File: src/rtl/vc_credit_manager.sv
// Per-port/per-VC credit counters with an upstream credit advertisement sequence after reset.
// Optional error detection enabled by defining VC_CREDIT_ERR_CHK_EN.
module vc_credit_manager #(
    parameter int NUM_PORTS  = 5,
    parameter int NUM_VC     = 2,
    parameter int FIFO_DEPTH = 8,
    parameter int RET_LAT    = 1
) (
    input  logic                        clk,
    input  logic                        rst,
    input  logic [NUM_PORTS*NUM_VC-1:0] ds_credit,
    input  logic [NUM_PORTS*NUM_VC-1:0] flit_sent,
    input  logic [NUM_PORTS*NUM_VC-1:0] buf_release,
    output logic [NUM_PORTS*NUM_VC-1:0] can_send,
    output logic [NUM_PORTS*NUM_VC-1:0] upstream_credit,
    output logic                        init_done,
    output logic [NUM_PORTS*NUM_VC-1:0] err_overflow,
    output logic [NUM_PORTS*NUM_VC-1:0] err_underflow,
    output logic                        err_proto
);

    localparam int L  = NUM_PORTS * NUM_VC;
    localparam int CW = $clog2(FIFO_DEPTH + 1);
    localparam logic [CW-1:0] CNT_MAX  = CW'(FIFO_DEPTH);
    localparam logic [CW-1:0] INIT_END = CW'(FIFO_DEPTH - 1);

    typedef enum logic {ST_INIT, ST_RUN} state_t;

    state_t        state_reg, state_next;
    logic [CW-1:0] init_cnt_reg, init_cnt_next;

    always_ff @(posedge clk) begin
        if (rst) begin
            state_reg    <= ST_INIT;
            init_cnt_reg <= '0;
        end else begin
            state_reg    <= state_next;
            init_cnt_reg <= init_cnt_next;
        end
    end

    always_comb begin
        state_next    = state_reg;
        init_cnt_next = init_cnt_reg;
        case (state_reg)
            ST_INIT: begin
                init_cnt_next = init_cnt_reg + CW'(1);
                if (init_cnt_reg == INIT_END) begin
                    state_next = ST_RUN;
                end
            end
            default: state_next = ST_RUN;
        endcase
    end

    assign init_done = (state_reg == ST_RUN);

    // During INIT every lane advertises one credit per cycle; releases are dropped.
    logic [L-1:0] ret_in;
    logic [L-1:0] ret_pipe_reg [RET_LAT];

    assign ret_in = (state_reg == ST_INIT) ? {L{1'b1}} : buf_release;

    genvar gi;
    generate
        for (gi = 0; gi < RET_LAT; gi++) begin : g_ret
            if (gi == 0) begin : g_first
                always_ff @(posedge clk) begin
                    if (rst) ret_pipe_reg[gi] <= '0;
                    else     ret_pipe_reg[gi] <= ret_in;
                end
            end else begin : g_rest
                always_ff @(posedge clk) begin
                    if (rst) ret_pipe_reg[gi] <= '0;
                    else     ret_pipe_reg[gi] <= ret_pipe_reg[gi-1];
                end
            end
        end
    endgenerate

    assign upstream_credit = ret_pipe_reg[RET_LAT-1];

    // Saturating per-lane credit counters; simultaneous +1/-1 cancel.
    logic [CW-1:0] cnt_reg [L];
    logic [L-1:0]  inc_only;
    logic [L-1:0]  dec_only;

    generate
        for (gi = 0; gi < L; gi++) begin : g_lane
            assign inc_only[gi] = ds_credit[gi] & ~flit_sent[gi];
            assign dec_only[gi] = flit_sent[gi] & ~ds_credit[gi];

            always_ff @(posedge clk) begin
                if (rst) begin
                    cnt_reg[gi] <= '0;
                end else if (inc_only[gi] && (cnt_reg[gi] != CNT_MAX)) begin
                    cnt_reg[gi] <= cnt_reg[gi] + CW'(1);
                end else if (dec_only[gi] && (cnt_reg[gi] != '0)) begin
                    cnt_reg[gi] <= cnt_reg[gi] - CW'(1);
                end
            end

            assign can_send[gi] = (cnt_reg[gi] != '0);
        end
    endgenerate

`ifdef VC_CREDIT_ERR_CHK_EN
    logic [L-1:0] ovf_hit;
    logic [L-1:0] unf_hit;
    logic [L-1:0] ovf_reg;
    logic [L-1:0] unf_reg;
    logic         proto_reg;

    generate
        for (gi = 0; gi < L; gi++) begin : g_err
            assign ovf_hit[gi] = inc_only[gi] && (cnt_reg[gi] == CNT_MAX);
            assign unf_hit[gi] = dec_only[gi] && (cnt_reg[gi] == '0);
        end
    endgenerate

    always_ff @(posedge clk) begin
        if (rst) begin
            ovf_reg   <= '0;
            unf_reg   <= '0;
            proto_reg <= 1'b0;
        end else begin
            ovf_reg   <= ovf_reg | ovf_hit;
            unf_reg   <= unf_reg | unf_hit;
            proto_reg <= proto_reg | ((state_reg == ST_INIT) && (|buf_release));
        end
    end

    assign err_overflow  = ovf_reg;
    assign err_underflow = unf_reg;
    assign err_proto     = proto_reg;
`else
    assign err_overflow  = '0;
    assign err_underflow = '0;
    assign err_proto     = 1'b0;
`endif

endmodule

File: config.mk
export PLATFORM = sky130hd
export DESIGN_NAME = vc_credit_manager
export DESIGN_NICKNAME = d
export VERILOG_FILES = /design/src/rtl/vc_credit_manager.sv
export SDC_FILE = /design/constraint.sdc
export NUM_CORES = 1
export LEC_CHECK = 0
export CELL_PAD_IN_SITES_DETAIL_PLACEMENT = 1
export CELL_PAD_IN_SITES_GLOBAL_PLACEMENT = 1
export CORE_MARGIN = 5
export CORE_UTILIZATION = 37
export DETAILED_ROUTE_END_ITERATION = 16
export PLACE_DENSITY = 0.79
export SYNTH_ARGS = -nofsm -noshare
export SYNTH_HDL_FRONTEND = slang
export SYNTH_SLANG_ARGS = --single-unit
File: constraint.sdc
create_clock -name clk -period 2.9 [get_ports clk]
set_clock_uncertainty 0.15 [all_clocks]
set_input_delay 0.435 -clock clk [delete_from_list [all_inputs] [get_ports clk]]
set_output_delay 0.435 -clock clk [all_outputs]
set_load 0.005 [all_outputs]
==> flow_summary.json <==
{
  "status": "completed",
  "min_path_type": "reg -> reg",
  "postRouteAntennaNets": 0,
  "grt_pass1_wl_um": 16200,
  "grt_pass1_vias": 3508,
  "muxShareOfSynthArea_pct": 0.243,
  "routed_wl_um": 9620,
  "num_rows": 38,
  "cts_sinks": 55,
  "num_vias": 3410,
  "overflow": 0,
  "p_clk_share_pct": 17.9,
  "final_common_cell": "clkdlybuf4s50_1",
  "yosysSeqAreaShare_pct": 36.5,
  "place_congestion": 0.814,
  "maxSlewHeadroom_pct": 54.9,
  "cts_max_path_buffers": 2,
  "avgSynthCellArea_sq_um": 9.14,
  "drc_errors": 0,
  "tritoncts": "done",
  "synth_top_family_by_area": "compound AO/OA/AOI/OAI gates",
  "hold_violations": 0,
  "cp-end-kind": "flip-flop",
  "synthesis.area_sq_um": 4110,
  "power.internal_mw": 1.74,
  "cp-start-kind": "input pin",
  "drt_first_pass_iters": 4,
  "powerDensity_nw_per_um2": 560,
  "drv_cap": 0,
  "synthAdderAreaFrac_pct": 6.88,
  "synth-seq-cells": 55,
  "async_reset_ff_share_pct": 0,
  "via_per_inst": 5.32,
  "io_buffers": 52,
  "antenna_found_initial": 0,
  "yosysUniqueCellTypes": 47,
  "critPathKind": "in -> reg",
  "cts_buffers": 5,
  "ir_worst_vdd_uv": 211,
  "syn_inst": 450,
  "antenna_cells": 0,
  "max_clock_freq_ghz": 0.359,
  "synthSimpleGateAreaFrac_pct": 18.4,
  "leakage_nw": 1.83,
  "switching_power_mw": 0.978,
  "die_width_um": 115,
  "worst_pin_slew_ns": 0.673,
  "crit_chain": "clkdlybuf4s50_1 -> nand2b_4 -> or3_1 -> inv_2 -> ha_1 -> a21o_1 -> a21o_1 -> or4b_1 -> a311oi_2",
  "report.final.slew_viol_count": 0,
  "nNetsFinal": 554,
  "synth_compound_area_share_pct": 23.2,
  "ys_warn_count": 0,
  "clk_pin_slew_worst_paths_ns": 0.10,
  "setup_viol": 0,
  "synthXorXnorAreaFrac_pct": 5.11,
  "clock-root-buffer": "clkbuf_8",
  "wl_per_cell_um": 15.0,
  "crit_arrival_ns": 2.79,
  "fin_total_pwr_mw": 2.72,
  "insertion_delay_ns": 0.31,
  "die_area_sq_um": 13300,
  "pwr-share-seq_pct": 47.5,
  "max_stage_delay_ns": 0.49,
  "crit_required_ns": 2.90,
  "die_y_um": 115,
  "cp_slowest_cell": "or4b_1",
  "hpwl_um": 7500,
  "drtIter0Drc": 160,
  "ys.flop_type": "edfxtp_1",
  "synth-edff-count": 40,
  "crit_fanout": 3,
  "syn2layout_area_growth_pct": 18.2,
  "htree_levels": 2,
  "largest_reg_flops": 40,
  "layout-drive-gt1-share_pct": 6.79,
  "finalCritPeriodShare_pct": 96.0,
  "final_core_util_pct": 44.7,
  "synth_area_leaders": "edfxtp_1 (29%), dfxtp_1 (7.3%), ha_1 (6.4%), inv_1 (4.2%), a21oi_1 (4.1%)",
  "yosys.area.top_type_share_pct": 29.2,
  "ios": 74,
  "combinationalPowerShare_pct": 34.5,
  "core_sq_um": 10900,
  "grt_max_degree": 33,
  "grt.total_usage_pct": 14.6,
  "initial_core_util_pct": 37.8,
  "switching_share_pct": 36.0,
  "layout_common_cells": "clkdlybuf4s50_1 (50), inv_1 (45), edfxtp_1 (40), a21oi_1 (34), nand2_1 (27)",
  "synth_top_area_cell": "edfxtp_1",
  "critPathMostFrequentCell": "a21o_1",
  "min_period_ns": 2.79
}
[stage by stage]
step	area (sq um)	setup TNS, ns	setup slack [ns]	cells	hold slack (ns)
after floorplan	4190	0	0.0525	470	0.340
after global placement	4720	-0.140	-0.140	632	0.356
after detailed placement	4720	-0.249	-0.249	632	0.382
after CTS	4820	0	0.0327	640	0.407
after global routing	4860	-0.00625	-0.00625	641	0.442
final	4860	0	0.115	641	0.403
[what timing repair did]
action                                 4_1_cts  5_1_grt
hold buffers                                 0        0
endpoints found under the hold margin        0        0
setup buffers                                0        1
resized for setup                            0        6
setup endpoints to repair                    0        1
[synth_stat cells (all sizes together) (2+ instances only)]
library cell	instances
ha	21
nand3b	6
or3	7
or3b	6
a311oi	5
a211oi	9
xor2	14
a31oi	3
nor2b	10
o31a	6
a21o	3
a32oi	8
a32o	7
o211ai	6
nor2	10
nor3b	12
or4	3
xnor2	10
and3	2
nor4	9
o221a	2
edfxtp	40
clkbuf	16
buf	22
or2	4
nand2b	26
o21a	13
dfxtp	15
inv	46
a211o	6
o21ai	16
o31ai	8
nand2	27
a21oi	34
o221ai	7
[critical path: cells and delay by family]
family / cells / cell delay [ns]
simple gates: 3 / 0.99
fa+ha+maj: 1 / 0.23
buf+inv: 2 / 0.50
compound gates: 3 / 0.63
[layer usage]
| metal | routed length (um) | GRT usage [%] | up-vias |
|---|---|---|---|
| li1 | - | - | 1715 |
| met1 | 4360 | 18.1 | 1644 |
| met2 | 4820 | 25.9 | 46 |
| met3 | 356 | 2.98 | 5 |
| met4 | 86 | 3.91 | 0 |
| met5 | 0 | 0 | - |
[worst paths after layout]
path              startpoint               to  slack [ns]  depth (start not counted)
max             ds_credit[8]    cnt_reg[8][3]        0.11                          9
max reg2reg    cnt_reg[8][0]    cnt_reg[8][3]        0.13                          8
min          init_cnt_reg[1]  init_cnt_reg[1]        0.40                          2
min reg2reg  init_cnt_reg[1]  init_cnt_reg[1]        0.40                          2
[kinds of logic after synthesis]
family	count (synthesis)
AO/OA/AOI/OAI	135
AND/OR/NAND/NOR	128
buffers and inverters	84
flip-flops	55
XOR/XNOR	24
adder cells (fa/ha/maj)	22
other	1
multiplexers	1
[power groups by stage]
stage / Sequential (mW) / Clock, mW / Combinational, mW
floorplan: 1.19 / 0 / 0.688
global placement: 1.29 / 0 / 0.873
detailed placement: 1.31 / 0 / 0.924
CTS: 1.29 / 0.510 / 0.932
global route: 1.33 / 0.544 / 1.06
finish: 1.29 / 0.488 / 0.940
[final cells by class]
type                    count  area, sq um
multi-input cells         331         2320
inverters                  46          173
repair buffers             61          586
well taps                 140          175
flip-flops and latches     55         1500
clock buffers               6         93.8
clock inverters             2         13.8
fillers                  1271         6030
Power figures use the tool's default switching activity.
